===== src/rtl/scrambler_pkg.sv =====
// rtl/scrambler_pkg.sv - shared constants, types and helpers for the symbol scrambler
package scrambler_pkg;

  // Symbol width carried on the stream
  localparam int SYM_W = 2;

  // Gold-sequence register length and seeds (x = 1, y = all ones)
  localparam int LFSR_W = 18;
  localparam logic [LFSR_W-1:0] X_SEED = 18'h00001;
  localparam logic [LFSR_W-1:0] Y_SEED = 18'h3FFFF;

  // Feedback taps: x(i+18) = x(i+7) ^ x(i), y(i+18) = y(i+10) ^ y(i+7) ^ y(i+5) ^ y(i)
  localparam logic [LFSR_W-1:0] X_FB_MASK = 18'h00081;
  localparam logic [LFSR_W-1:0] Y_FB_MASK = 18'h004A1;

  // Tap sets that yield the sequence bit 131072 positions ahead without a second register pair
  localparam logic [LFSR_W-1:0] X_OFS_MASK = 18'h08050;
  localparam logic [LFSR_W-1:0] Y_OFS_MASK = 18'h0FF60;

  typedef logic [SYM_W-1:0] sym_t;

  // Contents of the single output pipeline stage
  typedef struct packed {
    sym_t data;
    logic sof;
    logic eof;
  } out_word_t;

  // Modulo-4 add or subtract; wraps naturally by truncation to SYM_W bits
  function automatic sym_t mod4_add(input sym_t a, input sym_t b, input logic sub);
    sym_t res;
    if (sub) begin
      res = a - b;
    end else begin
      res = a + b;
    end
    return res;
  endfunction

endpackage


===== src/rtl/randomizer.sv =====
// rtl/randomizer.sv - Gold-sequence pseudo-randomizer producing one 2-bit value per step
module randomizer
  import scrambler_pkg::*;
(
  input  logic             i_clk,
  input  logic             i_reset,
  input  logic             i_en,
  output logic [SYM_W-1:0] o_r
);

  // Bit k of each register holds sequence element (i + k); bit 0 is the current element
  logic [LFSR_W-1:0] x_q;
  logic [LFSR_W-1:0] y_q;

  // Step both m-sequences on enable; reset reloads the seeds and overrides enable
  always_ff @(posedge i_clk) begin
    if (i_reset) begin
      x_q <= X_SEED;
      y_q <= Y_SEED;
    end else if (i_en) begin
      x_q <= {^(x_q & X_FB_MASK), x_q[LFSR_W-1:1]};
      y_q <= {^(y_q & Y_FB_MASK), y_q[LFSR_W-1:1]};
    end
  end

  // Low bit is z(i); high bit is z(i + 131072) formed from the offset tap sets
  always_comb begin
    o_r    = '0;
    o_r[0] = x_q[0] ^ y_q[0];
    o_r[1] = (^(x_q & X_OFS_MASK)) ^ (^(y_q & Y_OFS_MASK));
  end

endmodule


===== src/rtl/symbol_scrambler.sv =====
// rtl/symbol_scrambler.sv - adds (or removes) a framed randomizer sequence on a 2-bit symbol stream
module symbol_scrambler
  import scrambler_pkg::*;
#(
  parameter int FRAME_SYMBOLS = 64,
  parameter bit DESCRAMBLE    = 1'b0
) (
  input  logic             i_clk,
  input  logic             i_reset,
  input  logic [SYM_W-1:0] i_data,
  input  logic             i_valid,
  output logic             o_ready,
  output logic [SYM_W-1:0] o_data,
  output logic             o_valid,
  output logic             o_sof,
  output logic             o_eof,
  input  logic             i_ready
);

  localparam int CNT_W = (FRAME_SYMBOLS > 2) ? $clog2(FRAME_SYMBOLS) : 1;
  localparam logic [CNT_W-1:0] LAST_IDX = CNT_W'(FRAME_SYMBOLS - 1);
  localparam logic [CNT_W-1:0] CNT_ONE  = CNT_W'(1);

  logic [CNT_W-1:0] sym_cnt;
  logic             acc;
  logic             last;
  logic             rnd_reset;
  logic             rnd_en;
  sym_t             rnd_r;
  out_word_t        out_q;
  logic             valid_q;

  // Single pipeline stage: room exists when empty or when the held symbol leaves this cycle
  assign o_ready = !valid_q || i_ready;
  assign acc     = i_valid && o_ready;
  assign last    = (sym_cnt == LAST_IDX);

  // Frame end restarts the sequence instead of stepping it, so each frame begins at index 0
  assign rnd_reset = i_reset || (acc && last);
  assign rnd_en    = acc && !last && !i_reset;

  randomizer u_randomizer (
    .i_clk   (i_clk),
    .i_reset (rnd_reset),
    .i_en    (rnd_en),
    .o_r     (rnd_r)
  );

  // Position of the next accepted symbol within its frame
  always_ff @(posedge i_clk) begin
    if (i_reset) begin
      sym_cnt <= '0;
    end else if (acc) begin
      if (last) begin
        sym_cnt <= '0;
      end else begin
        sym_cnt <= sym_cnt + CNT_ONE;
      end
    end
  end

  // Output register: load on accept, clear valid on drain, hold everything while stalled
  always_ff @(posedge i_clk) begin
    if (i_reset) begin
      out_q   <= '0;
      valid_q <= 1'b0;
    end else if (acc) begin
      out_q.data <= mod4_add(i_data, rnd_r, DESCRAMBLE);
      out_q.sof  <= (sym_cnt == '0);
      out_q.eof  <= last;
      valid_q    <= 1'b1;
    end else if (valid_q && i_ready) begin
      valid_q <= 1'b0;
    end
  end

  assign o_data  = out_q.data;
  assign o_sof   = out_q.sof;
  assign o_eof   = out_q.eof;
  assign o_valid = valid_q;

endmodule

===== config.mk =====
export PLATFORM = sky130hd
export DESIGN_NAME = symbol_scrambler
export DESIGN_NICKNAME = d
export VERILOG_FILES = /design/src/rtl/scrambler_pkg.sv /design/src/rtl/randomizer.sv /design/src/rtl/symbol_scrambler.sv
export SDC_FILE = /design/constraint.sdc
export NUM_CORES = 1
export LEC_CHECK = 0
export CELL_PAD_IN_SITES_DETAIL_PLACEMENT = 0
export CELL_PAD_IN_SITES_GLOBAL_PLACEMENT = 1
export CORE_MARGIN = 3
export CORE_UTILIZATION = 39
export DETAILED_ROUTE_END_ITERATION = 6
export PLACE_DENSITY_LB_ADDON = 0.25
export SYNTH_ARGS = -nofsm -noshare
export SYNTH_HDL_FRONTEND = slang
export SYNTH_HIERARCHICAL = 1
export SYNTH_SLANG_ARGS = --single-unit

===== constraint.sdc =====
create_clock -name i_clk -period 2.2 [get_ports i_clk]
set_input_delay 0.22 -clock i_clk [delete_from_list [all_inputs] [get_ports i_clk]]
set_output_delay 0.22 -clock i_clk [all_outputs]
set_load 0.02 [all_outputs]

==> flow_summary.toml, run 1 <==
[drt]
wirelength_mm = 3.58
drt_iter0_drc = 46
vias = 1431
wl_per_cell_microns = 12.8
drt-vias-per-instance = 5.13
routed.top_layer = "met4"
routed-wl-met2_mm = 1.57
firstDrtPassIters = 4
drc = 0
antenna_left = 0
wl_met1_mm = 1.82
met3_length_microns = 153

[grt]
grt_use_total_pct = 12.1
first_global_vias = 1327
grt.overflow.total = 0
grt_max_degree = 57
antenna_found_initial = 0
grt_pass1_wl_mm = 6.04

[place]
io_buffer_count = 11
dp_slack_ns = 0.218
placed_cell_area_sq_um = 2240
hpwl_mm = 2.29
place.gp.congestion = 0.757

[synthesis]
synth_most_common_cell = "dfxtp_1"
synth_top_family_by_area = "simple AND/OR/NAND/NOR gates"
yosysSeqAreaShare_pct = 46.4
yosys-top-cells-count = "47 x dfxtp_1, 21 x nor2b_1, 19 x a211o_1, 19 x nor2_1, 16 x mux2i_1"
synth_compound_area_share_pct = 14.7
syn_inst = 201
synth_fa_ha_area_share_pct = 1.85
ys_warn_count = 6
yosys.area.top_type_share_pct = 46.4
ys_top_cells_by_area = "dfxtp_1 46%, a211o_1 8.2%, mux2i_1 7.9%, nor2b_1 6.5%, nor2_1 3.5%"
ys_types = 30
async_flop_share_pct = 0
yosys_most_used_dff = "dfxtp_1"
yosys.area_share.simple_pct = 15.1
avgSynthCellArea_sq_um = 10.1
syn_nets = 210
synth_enable_flop_cells = 0
synth-xor-area-share_pct = 8.82
yosys_register_bits = 47
syn_area_sq_um = 2030
synth_mux_area_share_pct = 8.45
yosysTopAreaCell = "dfxtp_1"

[sta]
timing.final.ws_setup_ns = 0.256
skew_ns = 0.00645
rsz0062_at_grt = "false"
finalCriticalPeriod_ns = 1.94
post-route-period-util_pct = 88.3
worst_slew_pin_slew_ns = 0.372
finalHoldViolCount = 0
slew_violations = 0
setup_viol_count_final = 0
tns_ns = 0
relSlewSlack_pct = 74.9
fmax_mhz = 515

[power_and_ir_drop]
power.total_uw = 1840
clockPowerShare_pct = 34.9
ir_drop_v = 0.000471
powerDensity_nw_per_um2 = 782
p_comb_share_pct = 15.1
p_leak_uw = 0.000859
power_frac_seq_pct = 50.1
swShare_pct = 24.4
power_switching_uw = 450
internal-power_uw = 1390

[clock_network]
cts_setup_buffers = 0
cts_root_buf = "clkbuf_8"
numCtsBuffers = 5
cts_tree = "done"
insertion_delay_ns = 0.30
h-tree-depth = 2
cts.clk_slew.worst_paths_ns = 0.09
clock_sinks = 47
cts_resized = 0
cts_buffer_depth = 2
postCtsHoldBufs = 0

[cells_and_area]
nFillCells = 469
diodes = 0
fin_nets = 220
drive_gt1_share_pct = 8.49
design_area_sq_um = 2360
syn2layout_area_growth_pct = 16.1

[critical_path]
crit_fanout = 3
critical_path_arrival_ns = 2.14
startpoint_type = "flip-flop"
crit_required_ns = 2.39
worstSetupEndpointType = "flip-flop"
crit_type = "reg -> reg"

[floorplanning]
die-area_sq_um = 6110
start_util_pct = 41.6
core_sq_um = 4880
die_width_microns = 78.1
num_io_pins = 12
rows = 25
die_h_microns = 78.1

[hold_path]
hp-class = "reg -> reg"

[flow_run]
drv_cap = 0

[status]
status = "finished clean"
-- placed cells by master, fill, tap and decap left out, types with 2 or more instances in the layout --
master,count
nand2_1,2
a211o_1,19
a211oi_1,2
nor2b_1,21
nor4_1,2
inv_1,7
buf_4,4
clkbuf_8,5
or4_1,4
xnor3_1,3
mux2i_1,16
buf_12,2
o21ai_0,6
clkdlybuf4s50_1,11
nand3_1,6
nor2_1,19
ha_1,3
dfxtp_1,47
xor2_1,2
o31ai_1,2
xnor2_1,8
a21oi_1,9
-- final timing paths --
path,depth (start not counted),start,slack (ns),endpoint
hold reg to reg,1,u_randomizer/y_q[17]$_SDFFE_PP1P_,0.46,u_randomizer/y_q[16]$_SDFFE_PP1P_
setup / recovery,6,u_randomizer/y_q[10]$_SDFFE_PP1P_,0.26,o_data[1]$_SDFFE_PP0N_
hold / removal,1,u_randomizer/y_q[17]$_SDFFE_PP1P_,0.46,u_randomizer/y_q[16]$_SDFFE_PP1P_
setup reg to reg,6,u_randomizer/y_q[10]$_SDFFE_PP1P_,0.26,o_data[1]$_SDFFE_PP0N_
-- power groups by stage --
stage	Clock, uW	Sequential (uW)	Combinational, uW
2_1_floorplan	0	945	199
3_3_place_gp	0	940	273
3_5_place_dp	0	941	279
4_1_cts	667	923	282
5_1_grt	694	928	304
6_report	642	923	278
-- metal layers --
layer  vias to the layer above  global-route usage (%)
met5                         -                       0
met4                         0                    4.20
met3                         6                    3.56
met2                        28                    19.5
met1                       666                    15.5
li1                        731                       -
-- logic make-up (layout without fill, tap and decap cells) --
| kind of cell | after synthesis | in the layout |
|---|---|---|
| simple gates | 57 | 57 |
| mux | 17 | 17 |
| compound gates | 41 | 41 |
| fa+ha+maj | 3 | 3 |
| buf+inv | 22 | 33 |
| xor+xnor | 14 | 14 |
| flops | 47 | 47 |
-- area by class of cell --
type / count / area, sq um / area share, %
Clock buffer: 5 / 68.8 / 2.92
Inverter: 8 / 30.0 / 1.27
Clock inverter: 3 / 46.3 / 1.96
Timing Repair Buffer: 17 / 180 / 7.65
Tap cell: 67 / 83.8 / 3.56
Sequential cell: 47 / 941 / 39.9
Multi-Input combinational cell: 132 / 1010 / 42.7
-- through the flow --
| step | hold slack (ns) | std cells | utilization, % |
|---|---|---|---|
| 6_report | 0.459 | 279 | 48.3 |
| 5_1_grt | 0.487 | 279 | 48.3 |
| 4_1_cts | 0.462 | 279 | 48.3 |
| 3_5_place_dp | 0.438 | 271 | 45.9 |
| 3_3_place_gp | 0.439 | 271 | 45.9 |
| 2_1_floorplan | 0.372 | 201 | - |
-- state kept, by name, summed over array words and instances, names as in the netlist --
register,count
o_data,2
o_eof,1
o_sof,1
o_valid,1
sym_cnt,6
u_randomizer/x_q,18
u_randomizer/y_q,18
-- worst max-delay path, cell delays in order, from the launching register on --
cell	delay (ns)
dfxtp_1	0.37
xor2_1	0.25
xnor3_1	0.45
xnor2_1	0.19
xor3_1	0.43
nand3_1	0.09
a21oi_1	0.06
No activity file was read; power rests on OpenSTA's default activity.
==> inputs of run 2 (changes only) <==
--- a/config.mk
+++ b/config.mk
@@ -9,9 +9,11 @@
 export CELL_PAD_IN_SITES_GLOBAL_PLACEMENT = 1
 export CORE_MARGIN = 3
 export CORE_UTILIZATION = 39
+export CTS_CLUSTER_DIAMETER = 50
 export DETAILED_ROUTE_END_ITERATION = 6
 export PLACE_DENSITY_LB_ADDON = 0.25
 export SYNTH_ARGS = -nofsm -noshare
 export SYNTH_HDL_FRONTEND = slang
 export SYNTH_HIERARCHICAL = 1
 export SYNTH_SLANG_ARGS = --single-unit
+export TNS_END_PERCENT = 30
==> results of run 2 <==
No change in the layout: final DEF, timing and power equal those of run 1.
==> inputs of run 3 (changes only) <==
--- a/config.mk
+++ b/config.mk
@@ -8,7 +8,8 @@
 export CELL_PAD_IN_SITES_DETAIL_PLACEMENT = 0
 export CELL_PAD_IN_SITES_GLOBAL_PLACEMENT = 1
 export CORE_MARGIN = 3
-export CORE_UTILIZATION = 39
+export CORE_UTILIZATION = 46
+export CTS_BUF_LIST = sky130_fd_sc_hd__clkbuf_4 sky130_fd_sc_hd__clkbuf_8 sky130_fd_sc_hd__clkbuf_16
 export CTS_CLUSTER_DIAMETER = 50
 export DETAILED_ROUTE_END_ITERATION = 6
 export PLACE_DENSITY_LB_ADDON = 0.25
==> constraint.sdc (replaced) <==
create_clock -name i_clk -period 2.2 [get_ports i_clk]
set_input_delay 0.22 -clock i_clk [delete_from_list [all_inputs] [get_ports i_clk]]
set_output_delay 0.22 -clock i_clk [all_outputs]
set_load 0.05 [all_outputs]
==> run 3 against run 2 <==
Effect of this change:
- total power up 5.8%
- global-route usage increased by 1.9 points
- die area down 14%
- register-to-register slack about the same
- first-iteration DRC count is 120% higher
- hold slack better by 0.0088 ns
- via count decreased by 1.3%
- highest routed layer unchanged
==> flow_summary.toml, run 3 (synthesis gave the netlist of run 1 again) <==
[critical_path]
worstSetupEndpointType = "flip-flop"
path_cells = "xor2_1 > xnor3_1 > xnor2_1 > xor3_1 > nand3_1 > a21oi_1"
critPathSlowestCell = "xnor3_1"
startpoint_type = "flip-flop"
slowest_delay_ns = 0.45
critical_path_arrival_ns = 2.13
crit_fanout = 3
crit_type = "reg -> reg"
r2r_cells = 6
crit_required_ns = 2.38

[cells_and_area]
final_cell_mix = "47 x dfxtp_1, 21 x nor2b_1, 19 x nor2_1, 19 x a211o_1, 16 x mux2i_1"
final_common_cell = "dfxtp_1"
final-instance-count-excl-fill = 261
syn2layout_area_growth_pct = 15.6
diodes = 0
final_util_pct = 57.0
fin_nets = 219
drive_gt1_share_pct = 8.53
top_regs = "u_randomizer/x_q: 18 flops, u_randomizer/y_q: 18 flops, sym_cnt: 6 flops"

[grt]
grt_pass1_wl_mm = 5.84
antenna_found_initial = 0
grt_max_degree = 57
grt_use_total_pct = 14.0
grt.overflow.total = 0
first_global_vias = 1329

[place]
place.gp.congestion = 0.834
io_buffer_count = 11
hpwl_mm = 2.25
dp_cells = 253

[drt]
firstDrtPassIters = 4
drc = 0
drt_iter0_drc = 102
wl_per_cell_microns = 12.8
vias = 1412
antenna_left = 0
drt-vias-per-instance = 5.41
wirelength_mm = 3.34

[sta]
skew_ns = 0.00735
fmax_mhz = 514
slew_violations = 0
setup_viol_count_final = 0
finalHoldViolCount = 0
tns_ns = 0
worst_slew_pin_slew_ns = 0.510
rsz0062_at_grt = "false"
relSlewSlack_pct = 65.9
finalCriticalPeriod_ns = 1.95
post-route-period-util_pct = 88.4

[flow_run]
drv_cap = 0

[floorplanning]
num_io_pins = 12
start_util_pct = 49.3
core_sq_um = 4120
die-area_sq_um = 5240
die_h_microns = 72.4
rows = 23
die_width_microns = 72.4

[clock_network]
cts_setup_buffers = 0
cts.clk_slew.worst_paths_ns = 0.08
clock_sinks = 47
cts_root_buf = "clkbuf_8"
h-tree-depth = 2
postCtsHoldBufs = 0
insertion_delay_ns = 0.29
cts_buffer_depth = 2
numCtsBuffers = 5
cts_resized = 0
cts_tree = "done"

[hold_path]
hp-class = "reg -> reg"
hold_depth = 1

[power_and_ir_drop]
ir_drop_v = 0.000435
powerDensity_nw_per_um2 = 832
p_leak_uw = 0.000868

[status]
status = "finished clean"
-- run 3: changes by cell type in the layout (fill, tap and decap cells not counted), sizes merged --
cell,change
clkbuf,+1
inv,-1
clkdlybuf4s50,-1
bufinv,+1
clkinvlp,-1
-- run 3: worst paths after layout --
kind                                                          end                               from  slack, ns
worst min register to register  u_randomizer/y_q[16]$_SDFFE_PP1P_  u_randomizer/y_q[17]$_SDFFE_PP1P_       0.47
worst min-delay path            u_randomizer/y_q[16]$_SDFFE_PP1P_  u_randomizer/y_q[17]$_SDFFE_PP1P_       0.47
worst max-delay path                       o_data[1]$_SDFFE_PP0N_   u_randomizer/y_q[5]$_SDFFE_PP1P_       0.25
worst max register to register             o_data[1]$_SDFFE_PP0N_   u_randomizer/y_q[5]$_SDFFE_PP1P_       0.25
-- run 3: routing by layer --
layer | share of wire [%] | GRT usage (%) | up-vias
met5 | 0 | 0 | -
met4 | 0.57 | 4.30 | 0
met2 | 51 | 24.7 | 29
met3 | 3.6 | 4.57 | 4
li1 | - | - | 720
met1 | 45 | 16.1 | 659
-- run 3: where the power goes --
part | total [uW] | switching [uW] | internal (uW)
registers | 922 | 31.2 | 891
logic | 295 | 137 | 158
clock network | 733 | 267 | 466
-- run 3: metrics by stage --
step                      hold slack (ns)  total power (uW)  cell area, sq um  setup WS [ns]
after floorplan                     0.372              1170              2030         0.0204
after global placement              0.443              1230              2210          0.222
after detailed placement            0.451              1240              2210          0.182
after CTS                           0.471              1980              2350          0.259
after global routing                0.485              2040              2350          0.115
final                               0.468              1950              2350          0.254
-- run 3: critical path: cells and delay by family, from the launching register on --
| family | cells | cell delay (ns) |
|---|---|---|
| XOR/XNOR | 4 | 1.29 |
| AO/OA/AOI/OAI | 1 | 0.06 |
| flip-flops | 1 | 0.40 |
| AND/OR/NAND/NOR | 1 | 0.09 |
-- run 3: layout make-up --
class,count,area (sq um)
Multi-Input combinational cell,132,1010
Clock inverter,2,60.1
Inverter,8,30.0
Tap cell,50,62.6
Timing Repair Buffer,16,170
Fill cell,357,1770
Clock buffer,6,76.3
Sequential cell,47,941
